==> config.mk <==
export PLATFORM = sky130hd
export DESIGN_NAME = svc_axi_axil_reflect_wr
export DESIGN_NICKNAME = d
export VERILOG_FILES = /design/src/rtl/svc_axi_axil_reflect_wr.sv
export SDC_FILE = /design/constraint.sdc
export NUM_CORES = 1
export LEC_CHECK = 0
export CORE_MARGIN = 2
export CORE_UTILIZATION = 45
export CTS_CLUSTER_DIAMETER = 200
export DETAILED_ROUTE_END_ITERATION = 12
export PLACE_DENSITY = 0.76
export SYNTH_ARGS = -nofsm -noshare
export SYNTH_HDL_FRONTEND = slang
export SYNTH_SLANG_ARGS = --single-unit
export TNS_END_PERCENT = 50
==> constraint.sdc <==
create_clock -name clk -period 3.25 [get_ports clk]
set_input_delay 0.975 -clock clk [delete_from_list [all_inputs] [get_ports clk]]
set_output_delay 0.975 -clock clk [all_outputs]
set_load 0.02 [all_outputs]
==> src/rtl/svc_axi_axil_reflect_wr.sv <==
// AXI4 write -> AXI-lite write reflector: each W beat becomes one AXI-lite write; one merged B is returned.
// Optional SVC_AXI_AXIL_REFLECT_WR_BURST_EN splits bursts; without it multi-beat bursts are drained and answered SLVERR.
module svc_axi_axil_reflect_wr #(
  parameter int unsigned AXI_ADDR_WIDTH = 20,
  parameter int unsigned AXI_DATA_WIDTH = 16,
  parameter int unsigned AXI_ID_WIDTH   = 4,
  parameter int unsigned AXI_USER_WIDTH = 2
) (
  input  logic                          clk,
  input  logic                          rst_n,

  input  logic                          s_axi_awvalid,
  output logic                          s_axi_awready,
  input  logic [AXI_ID_WIDTH-1:0]       s_axi_awid,
  input  logic [AXI_ADDR_WIDTH-1:0]     s_axi_awaddr,
  input  logic [7:0]                    s_axi_awlen,
  input  logic [2:0]                    s_axi_awsize,
  input  logic [1:0]                    s_axi_awburst,
  input  logic [AXI_USER_WIDTH-1:0]     s_axi_awuser,

  input  logic                          s_axi_wvalid,
  output logic                          s_axi_wready,
  input  logic [AXI_DATA_WIDTH-1:0]     s_axi_wdata,
  input  logic [AXI_DATA_WIDTH/8-1:0]   s_axi_wstrb,
  input  logic                          s_axi_wlast,

  output logic                          s_axi_bvalid,
  input  logic                          s_axi_bready,
  output logic [AXI_ID_WIDTH-1:0]       s_axi_bid,
  output logic [1:0]                    s_axi_bresp,
  output logic [AXI_USER_WIDTH-1:0]     s_axi_buser,

  output logic                          m_axil_awvalid,
  input  logic                          m_axil_awready,
  output logic [AXI_ADDR_WIDTH-1:0]     m_axil_awaddr,
  output logic                          m_axil_wvalid,
  input  logic                          m_axil_wready,
  output logic [AXI_DATA_WIDTH-1:0]     m_axil_wdata,
  output logic [AXI_DATA_WIDTH/8-1:0]   m_axil_wstrb,
  input  logic                          m_axil_bvalid,
  output logic                          m_axil_bready,
  input  logic [1:0]                    m_axil_bresp
);

  localparam int unsigned STRB_WIDTH = AXI_DATA_WIDTH / 8;
  localparam logic [1:0]  RESP_OKAY   = 2'b00;
  localparam logic [1:0]  RESP_SLVERR = 2'b10;
  localparam logic [1:0]  BURST_FIXED = 2'b00;

  typedef enum logic [2:0] {
    S_IDLE   = 3'd0,
    S_DATA   = 3'd1,
    S_LITE   = 3'd2,
    S_WAIT_B = 3'd3,
    S_RESP   = 3'd4,
    S_DRAIN  = 3'd5
  } state_t;

  state_t state_q, state_d;

  logic [7:0]                  len_q, len_d;
  logic [2:0]                  size_q, size_d;
  logic [1:0]                  burst_q, burst_d;
  logic [7:0]                  count_q, count_d;

  logic                        awready_d, wready_d, bvalid_d, bready_d;
  logic [AXI_ID_WIDTH-1:0]     bid_d;
  logic [AXI_USER_WIDTH-1:0]   buser_d;
  logic [1:0]                  acc_d;
  logic                        m_awvalid_d, m_wvalid_d;
  logic [AXI_ADDR_WIDTH-1:0]   addr_d;
  logic [AXI_DATA_WIDTH-1:0]   wdata_d;
  logic [STRB_WIDTH-1:0]       wstrb_d;

  logic                        aw_hs, w_hs, mb_hs, b_hs;
  logic                        aw_done, w_done, last_beat;
  logic                        split_ok;
  logic [AXI_ADDR_WIDTH-1:0]   addr_step;
  logic [1:0]                  merged_resp;

  // Beat count comes from awlen, so wlast carries no extra information.
  logic unused_wlast;
  assign unused_wlast = s_axi_wlast;

`ifdef SVC_AXI_AXIL_REFLECT_WR_BURST_EN
  assign split_ok = 1'b1;
`else
  assign split_ok = (s_axi_awlen == 8'd0);
`endif

  assign aw_hs     = s_axi_awvalid & s_axi_awready;
  assign w_hs      = s_axi_wvalid & s_axi_wready;
  assign mb_hs     = m_axil_bvalid & m_axil_bready;
  assign b_hs      = s_axi_bvalid & s_axi_bready;
  assign aw_done   = ~m_axil_awvalid | m_axil_awready;
  assign w_done    = ~m_axil_wvalid | m_axil_wready;
  assign last_beat = (count_q == len_q);
  // WRAP is deliberately advanced like INCR.
  assign addr_step   = AXI_ADDR_WIDTH'(1) << size_q;
  assign merged_resp = (m_axil_bresp > s_axi_bresp) ? m_axil_bresp : s_axi_bresp;

  // State register
  always_ff @(posedge clk or negedge rst_n) begin
    if (!rst_n) state_q <= S_IDLE;
    else        state_q <= state_d;
  end

  // Next-state logic
  always_comb begin
    state_d = state_q;
    case (state_q)
      S_IDLE:   if (aw_hs) state_d = split_ok ? S_DATA : S_DRAIN;
      S_DATA:   if (w_hs) state_d = S_LITE;
      S_LITE:   if (aw_done && w_done) state_d = S_WAIT_B;
      S_WAIT_B: if (mb_hs) state_d = last_beat ? S_RESP : S_DATA;
      S_DRAIN:  if (w_hs && last_beat) state_d = S_RESP;
      S_RESP:   if (b_hs) state_d = S_IDLE;
      default:  state_d = S_IDLE;
    endcase
  end

  // Next values of registered outputs and transaction context
  always_comb begin
    len_d       = len_q;
    size_d      = size_q;
    burst_d     = burst_q;
    count_d     = count_q;
    bid_d       = s_axi_bid;
    buser_d     = s_axi_buser;
    acc_d       = s_axi_bresp;
    addr_d      = m_axil_awaddr;
    wdata_d     = m_axil_wdata;
    wstrb_d     = m_axil_wstrb;
    m_awvalid_d = m_axil_awvalid;
    m_wvalid_d  = m_axil_wvalid;

    awready_d = (state_d == S_IDLE);
    wready_d  = (state_d == S_DATA) || (state_d == S_DRAIN);
    bready_d  = (state_d == S_WAIT_B);
    bvalid_d  = (state_d == S_RESP);

    case (state_q)
      S_IDLE: begin
        if (aw_hs) begin
          bid_d   = s_axi_awid;
          buser_d = s_axi_awuser;
          addr_d  = s_axi_awaddr;
          len_d   = s_axi_awlen;
          size_d  = s_axi_awsize;
          burst_d = s_axi_awburst;
          count_d = 8'd0;
          acc_d   = split_ok ? RESP_OKAY : RESP_SLVERR;
        end
      end
      S_DATA: begin
        if (w_hs) begin
          wdata_d     = s_axi_wdata;
          wstrb_d     = s_axi_wstrb;
          m_awvalid_d = 1'b1;
          m_wvalid_d  = 1'b1;
        end
      end
      S_LITE: begin
        if (m_axil_awvalid && m_axil_awready) m_awvalid_d = 1'b0;
        if (m_axil_wvalid && m_axil_wready)   m_wvalid_d  = 1'b0;
      end
      S_WAIT_B: begin
        if (mb_hs) begin
          acc_d = merged_resp;
          if (!last_beat) begin
            count_d = count_q + 8'd1;
            if (burst_q != BURST_FIXED) addr_d = m_axil_awaddr + addr_step;
          end
        end
      end
      S_DRAIN: begin
        if (w_hs && !last_beat) count_d = count_q + 8'd1;
      end
      default: ;
    endcase
  end

  // Output and context registers
  always_ff @(posedge clk or negedge rst_n) begin
    if (!rst_n) begin
      len_q          <= '0;
      size_q         <= '0;
      burst_q        <= '0;
      count_q        <= '0;
      s_axi_awready  <= 1'b0;
      s_axi_wready   <= 1'b0;
      s_axi_bvalid   <= 1'b0;
      s_axi_bid      <= '0;
      s_axi_buser    <= '0;
      s_axi_bresp    <= '0;
      m_axil_awvalid <= 1'b0;
      m_axil_awaddr  <= '0;
      m_axil_wvalid  <= 1'b0;
      m_axil_wdata   <= '0;
      m_axil_wstrb   <= '0;
      m_axil_bready  <= 1'b0;
    end else begin
      len_q          <= len_d;
      size_q         <= size_d;
      burst_q        <= burst_d;
      count_q        <= count_d;
      s_axi_awready  <= awready_d;
      s_axi_wready   <= wready_d;
      s_axi_bvalid   <= bvalid_d;
      s_axi_bid      <= bid_d;
      s_axi_buser    <= buser_d;
      s_axi_bresp    <= acc_d;
      m_axil_awvalid <= m_awvalid_d;
      m_axil_awaddr  <= addr_d;
      m_axil_wvalid  <= m_wvalid_d;
      m_axil_wdata   <= wdata_d;
      m_axil_wstrb   <= wstrb_d;
      m_axil_bready  <= bready_d;
    end
  end

endmodule
==> flow_metrics.py, run 1 <==
metrics = {
    "status": {
        "run_status": "completed",
    },
    "worst_hold_path": {
        "hold_depth": 2,
        "min_to": "s_axi_bid[3]",
        "hp-class": "reg -> reg",
        "hold_start": "s_axi_bid[3]",
    },
    "sta": {
        "setup_viol": 0,
        "worst_pin_slew_ns": 0.973,
        "period_share_pct": 82.6,
        "timing.setup.tns_ns": 0,
        "final.setup_skew_ns": 0.0106,
        "max_freq_ghz": 0.373,
        "slew_headroom_pct": 35.1,
        "rsz0062_at_grt": "false",
        "hold_viol": 0,
        "fin_crit_ns": 2.68,
        "maxSlewViolCount": 0,
    },
    "die": {
        "die_y_um": 102,
        "initial_core_util_pct": 46.4,
        "core_um2": 9280,
        "ios": 120,
        "fp.dieArea_um2": 10400,
        "fp.dieW_um": 102,
        "rows": 35,
    },
    "cells_and_area": {
        "final_common_cell": "clkdlybuf4s50_1",
        "drive_gt1_share_pct": 11.1,
        "final_area_um2": 5770,
        "nets": 641,
        "areaGrowthSynthToFinish_pct": 33.8,
        "antenna_cells": 0,
        "layout_common_cells": "clkdlybuf4s50_1 (117), nand2_1 (90), dfrtp_1 (76), nor2_1 (30), mux2_2 (18)",
    },
    "cts": {
        "clock_latency_ns": 0.35,
        "cts-buffers-inserted": 9,
        "clockBufferDepth": 2,
        "cts.sinks": 76,
        "postCtsHoldBufs": 0,
        "h-tree-depth": 3,
        "cts_tree": "done",
        "path_clk_slew_ns": 0.09,
        "root_buffer": "clkbuf_8",
        "postCtsResizedCells": 0,
        "cts_setup_buffers": 0,
    },
    "synthesis": {
        "synth_area_um2": 4310,
        "synth-seq-cells": 76,
        "ys_warn_count": 0,
        "syn_nets": 526,
        "synth_top_cell_area_share_pct": 44.1,
        "avgSynthCellArea_um2": 9.66,
        "ys_types": 73,
        "synthCells": 446,
        "async_flop_share_pct": 100,
        "synth_top_area_cell": "dfrtp_1",
        "ys_seq_area_share_pct": 44.1,
        "synth_edf_count": 0,
        "synth.area.top_cells": "dfrtp_1 (44%), nand2_1 (7.8%), mux2_2 (4.7%)",
        "synth_ff_type": "dfrtp_1",
    },
    "critical_path": {
        "path_cells": "nor3_1 > ha_1 > inv_1 > fa_1 > nor2b_1 > o31a_1 > o21ai_1 > or4_1 > nand3_1",
        "critical_path_class": "reg -> reg",
        "arrival_ns": 2.98,
        "worstRegToRegCells": 9,
        "r2r_end": "m_axil_awaddr[16]",
        "r2r-start": "size_q[1]",
        "cp.required_ns": 3.54,
        "cp_slowest_stage_delay_ns": 0.51,
        "slowest_stage": "or4_1",
        "start_kind": "flop",
        "end_kind": "flop",
        "critPathMaxFanout": 9,
        "r2r_slack_ns": 0.57,
    },
    "power": {
        "p_leak_uw": 0.00249,
        "p_comb_share_pct": 51.2,
        "p_int_uw": 2770,
        "powerDensity_nw_per_um2": 839,
        "p_switching_uw": 2060,
        "p_seq_share_pct": 34.7,
        "p_clk_share_pct": 14.1,
        "ir_drop_v": 0.000494,
        "switching_share_pct": 42.7,
    },
    "grt": {
        "grt.total_usage_pct": 21.8,
        "grt_pass1_vias": 3774,
        "grt_overflow": 0,
        "antenna_found_initial": 0,
        "grt_max_degree": 77,
        "grt_pass1_wl_um": 17900,
    },
    "routing": {
        "dr.pass1.iters": 5,
        "viasPerCell": 5.45,
        "drcViolationCount": 0,
        "routed_wl_um": 10800,
        "wire_per_inst_um": 15.6,
        "first_iter_violations": 206,
        "via_count": 3786,
        "antenna_left": 0,
    },
    "placed_design": {
        "gp_congestion": 0.853,
        "placed_area_um2": 5580,
        "dpl.hpwl_um": 7960,
        "portBuffers": 118,
    },
    "run": {
        "drv_cap": 0,
    },
}
final cells by class:
type,count,area (um^2)
well taps,129,161
fillers,799,3520
multi-input cells,332,2220
repair buffers,125,1230
clock inverters,7,58.8
inverters,17,63.8
flip-flops and latches,76,1900
clock buffers,9,124
flip-flops by register name, summed over array words and instances (netlist names), 2 cells and up:
name and flops:
burst_q 2, count_q 8, len_q 8, m_axil_awaddr 20, m_axil_wdata 16, m_axil_wstrb 2, s_axi_bid 4, s_axi_bresp 2
s_axi_buser 2, size_q 3, state_q 3
power by group through the flow:
stage	Combinational (uW)	Clock, uW	Sequential [uW]
final	2480	682	1680
after global routing	2710	740	1740
after CTS	2490	700	1680
after detailed placement	2480	0	1690
after global placement	2420	0	1670
after floorplan	1320	0	1910
worst max path at each step:
| stage | start | end | slack (ns) |
|---|---|---|---|
| 5_1_grt | size_q[1] | m_axil_awaddr[16] | 0.35 |
| 6_report | size_q[1] | m_axil_awaddr[16] | 0.57 |
| 3_3_place_gp | m_axil_bvalid | m_axil_awaddr[12] | 0.38 |
| 2_1_floorplan | size_q[1] | m_axil_awaddr[16] | 0.82 |
| 3_5_place_dp | m_axil_bvalid | count_q[6] | 0.34 |
| 4_1_cts | size_q[0] | m_axil_awaddr[16] | 0.57 |
through the flow:
stage | power, uW | setup slack [ns] | instances | hold WS [ns] | utilization [%]
floorplan | 3230 | 0.824 | 446 | 0.446 | -
global placement | 4090 | 0.380 | 679 | 0.457 | 60.1
detailed placement | 4180 | 0.345 | 679 | 0.461 | 60.1
CTS | 4870 | 0.571 | 695 | 0.483 | 62.1
global route | 5180 | 0.350 | 695 | 0.509 | 62.1
finish | 4830 | 0.566 | 695 | 0.479 | 62.1
cells in the mapped netlist, types with 3 or more instances:
master and count:
a21o_1 4, a21oi_1 17, a31oi_1 4, and2_1 3, and3_1 4, buf_2 6
buf_4 5, clkbuf_1 7, dfrtp_1 76, ha_1 11, inv_1 16, mux2_2 18
mux2i_1 5, nand2_1 90, nand3_1 17, nand4_1 4, nor2_1 30, nor3_1 10
nor4_1 4, o211ai_1 9, o21ai_0 10, o21ai_1 6, o311ai_0 3, o31a_1 5
o32a_1 3, or4_1 5, xnor2_1 5, xnor2_2 4
critical path, delay by kind of cell, from the launching register on:
kind                       cells  cell delay [ns]
AOI/OAI and AO/OA              2             0.44
and+or+nand+nor                4             1.07
buffers and inverters          1             0.06
adders and majority gates      2             0.61
DFF                            1             0.46
cells by family (layout without fill, tap and decap cells):
group | Yosys count | in the layout | share of synthesized area (%)
simple gates | 194 | 194 | 22.9
flops | 76 | 76 | 44.1
buf+inv | 38 | 158 | 4.27
mux | 24 | 24 | 6.12
compound gates | 91 | 91 | 16.0
fa+ha+maj | 12 | 12 | 3.66
xor+xnor | 11 | 11 | 2.93
routing by layer:
layer | part of all wire [%] | wire [um] | vias up | global-route usage (%)
met3 | 8.8 | 959 | 15 | 7.52
met4 | 1.4 | 151 | 0 | 5.95
met1 | 42 | 4530 | 1799 | 27.8
met5 | 0 | 0 | - | 0
met2 | 48 | 5200 | 139 | 35.6
li1 | - | - | 1833 | -
Power figures use the tool's default switching activity.
==> run 2: changes to the inputs <==
--- a/config.mk
+++ b/config.mk
@@ -6,10 +6,10 @@
 export NUM_CORES = 1
 export LEC_CHECK = 0
 export CORE_MARGIN = 2
-export CORE_UTILIZATION = 45
+export CORE_UTILIZATION = 44
 export CTS_CLUSTER_DIAMETER = 200
 export DETAILED_ROUTE_END_ITERATION = 12
-export PLACE_DENSITY = 0.76
+export PLACE_DENSITY = 0.77
 export SYNTH_ARGS = -nofsm -noshare
 export SYNTH_HDL_FRONTEND = slang
 export SYNTH_SLANG_ARGS = --single-unit
==> constraint.sdc (replaced) <==
create_clock -name clk -period 2.45 [get_ports clk]
set_input_delay 0.735 -clock clk [delete_from_list [all_inputs] [get_ports clk]]
set_output_delay 0.735 -clock clk [all_outputs]
set_load 0.02 [all_outputs]
==> run 2 against run 1 <==
Compared with the run above: cell count rose by 5.0%; first-iteration DRC count rose by 9.2%; total power rose by 40%; critical path type unchanged; largest power group unchanged.
==> flow_metrics.py, run 2 (same netlist as run 1, synthesis figures left out) <==
metrics = {
    "cts": {
        "cts.sinks": 76,
        "clockBufferDepth": 2,
        "cts-buffers-inserted": 9,
        "h-tree-depth": 3,
        "root_buffer": "clkbuf_8",
        "clock_latency_ns": 0.36,
        "postCtsHoldBufs": 0,
        "path_clk_slew_ns": 0.09,
        "cts_tree": "done",
    },
    "routing": {
        "antenna_left": 0,
        "dr.pass1.iters": 4,
        "viasPerCell": 5.44,
        "wire_per_inst_um": 15.3,
        "first_iter_violations": 225,
        "via_count": 3971,
        "drcViolationCount": 0,
        "routed_wl_um": 11200,
    },
    "grt": {
        "grt_pass1_wl_um": 18000,
        "antenna_found_initial": 0,
        "grt.total_usage_pct": 21.6,
        "grt_max_degree": 61,
        "grt_pass1_vias": 3923,
        "grt_overflow": 0,
    },
    "placed_design": {
        "pre_cts_ws_ns": -0.0918,
        "post-place-cells": 709,
        "dpl.hpwl_um": 8150,
        "gp_congestion": 0.819,
        "portBuffers": 118,
    },
    "cells_and_area": {
        "top_regs": "m_axil_awaddr x20, m_axil_wdata x16",
        "largest_reg_flops": 20,
        "fin_util_pct": 63.8,
        "top_register": "m_axil_awaddr",
        "final_cells": 730,
        "areaGrowthSynthToFinish_pct": 42.7,
        "drive_gt1_share_pct": 19.4,
        "final_common_cell": "clkdlybuf4s50_1",
        "nets": 672,
        "antenna_cells": 0,
        "layout_common_cells": "clkdlybuf4s50_1 (117), nand2_1 (90), dfrtp_1 (73), buf_4 (35), nor2_1 (30)",
    },
    "power": {
        "ir_drop_v": 0.000798,
        "p_int_uw": 3950,
        "p_clk_share_pct": 15.0,
        "p_comb_share_pct": 52.1,
        "p_leak_uw": 0.00267,
        "p_switching_uw": 2840,
        "p_seq_share_pct": 32.9,
        "switching_share_pct": 41.8,
        "powerDensity_nw_per_um2": 1100,
    },
    "die": {
        "core_um2": 9640,
        "ios": 120,
        "die_y_um": 103,
        "initial_core_util_pct": 44.7,
        "rows": 36,
        "fp.dieW_um": 103,
        "fp.dieArea_um2": 10600,
    },
    "sta": {
        "worst_slack_ns": 0.0775,
        "setup_viol": 0,
        "fin_crit_ns": 2.37,
        "worst_pin_slew_ns": 0.768,
        "max_freq_ghz": 0.421,
        "final.setup_skew_ns": 0.0110,
        "period_share_pct": 96.8,
        "maxSlewViolCount": 0,
        "rsz0062_at_grt": "true",
        "slew_headroom_pct": 48.8,
        "hold_viol": 0,
        "holdWs_ns": 0.445,
    },
    "critical_path": {
        "r2r-start": "size_q[1]",
        "crit_family": "simple AND/OR/NAND/NOR gates",
        "start_kind": "flop",
        "critPathMaxFanout": 8,
        "crit_buf_inv": 1,
        "cp.required_ns": 2.75,
        "path_cells": "buf_6 > and3b_2 > ha_4 > nand3_4 > o211ai_1 > o21bai_4 > or4_1 > nand3_1",
        "slowest_stage": "or4_1",
        "end_kind": "flop",
        "worstRegToRegCells": 8,
        "path_depth": 8,
        "cp_slowest_stage_delay_ns": 0.52,
        "critPathLaunch": "size_q[1]",
        "critical_path_class": "reg -> reg",
        "arrival_ns": 2.68,
    },
    "worst_hold_path": {
        "hp-class": "in -> async",
    },
    "status": {
        "run_status": "completed",
    },
    "run": {
        "drv_cap": 0,
    },
}
-- run 2: path summary, 6_finish.rpt --
| kind | end | slack [ns] |
|---|---|---|
| max | m_axil_awaddr[19] | 0.08 |
| min in group clk | burst_q[1] | 0.48 |
| min | s_axi_bid[2] | 0.45 |
| max in group asynchronous | s_axi_wready | 1.37 |
| max reg2reg | m_axil_awaddr[19] | 0.08 |
| min reg2reg | burst_q[1] | 0.48 |
-- run 2: area by class of cell --
class	instances	area [um^2]
Clock buffer	9	124
Tap cell	133	166
Sequential cell	76	1910
Clock inverter	7	81.3
Timing Repair Buffer	156	1480
Multi-Input combinational cell	332	2330
Fill cell	793	3490
Inverter	17	63.8
-- run 2: what timing repair did --
item | 4_1_cts | 5_1_grt
endpoints found under the setup margin | 9 | 12
setup buffers | 1 | 4
pin swaps | 1 | 12
resized for setup | 7 | 25
-- run 2: stage by stage --
| step | power, uW | TNS [ns] | cell area (um^2) |
|---|---|---|---|
| after CTS | 6720 | -0.00552 | 6030 |
| after global placement | 5560 | -0.156 | 5800 |
| after floorplan | 4290 | 0 | 4310 |
| after detailed placement | 5670 | -0.584 | 5800 |
| after global routing | 7250 | -0.00731 | 6150 |
| final | 6780 | 0 | 6150 |
-- run 2: routing by layer --
layer / routed length [um] / vias to the layer above / global-route usage (%)
met5: 0 / - / 0
met4: 230 / 0 / 8.50
met3: 811 / 26 / 6.92
met2: 5460 / 139 / 34.6
met1: 4660 / 1905 / 27.4
li1: - / 1901 / -
-- run 2: power groups by stage --
stage                     Clock, uW  Sequential [uW]  Combinational (uW)
after floorplan                   0             2540                1750
after global placement            0             2220                3340
after detailed placement          0             2250                3420
after CTS                      1040             2230                3450
after global routing           1090             2310                3850
final                          1010             2230                3530
==> run 3: changes to the inputs <==
--- a/config.mk
+++ b/config.mk
@@ -9,6 +9,7 @@
 export CORE_UTILIZATION = 44
 export CTS_CLUSTER_DIAMETER = 200
 export DETAILED_ROUTE_END_ITERATION = 12
+export GPL_ROUTABILITY_DRIVEN = 0
 export PLACE_DENSITY = 0.77
 export SYNTH_ARGS = -nofsm -noshare
 export SYNTH_HDL_FRONTEND = slang
==> results of run 3 <==
No change in the layout: final DEF, timing and power equal those of run 2.
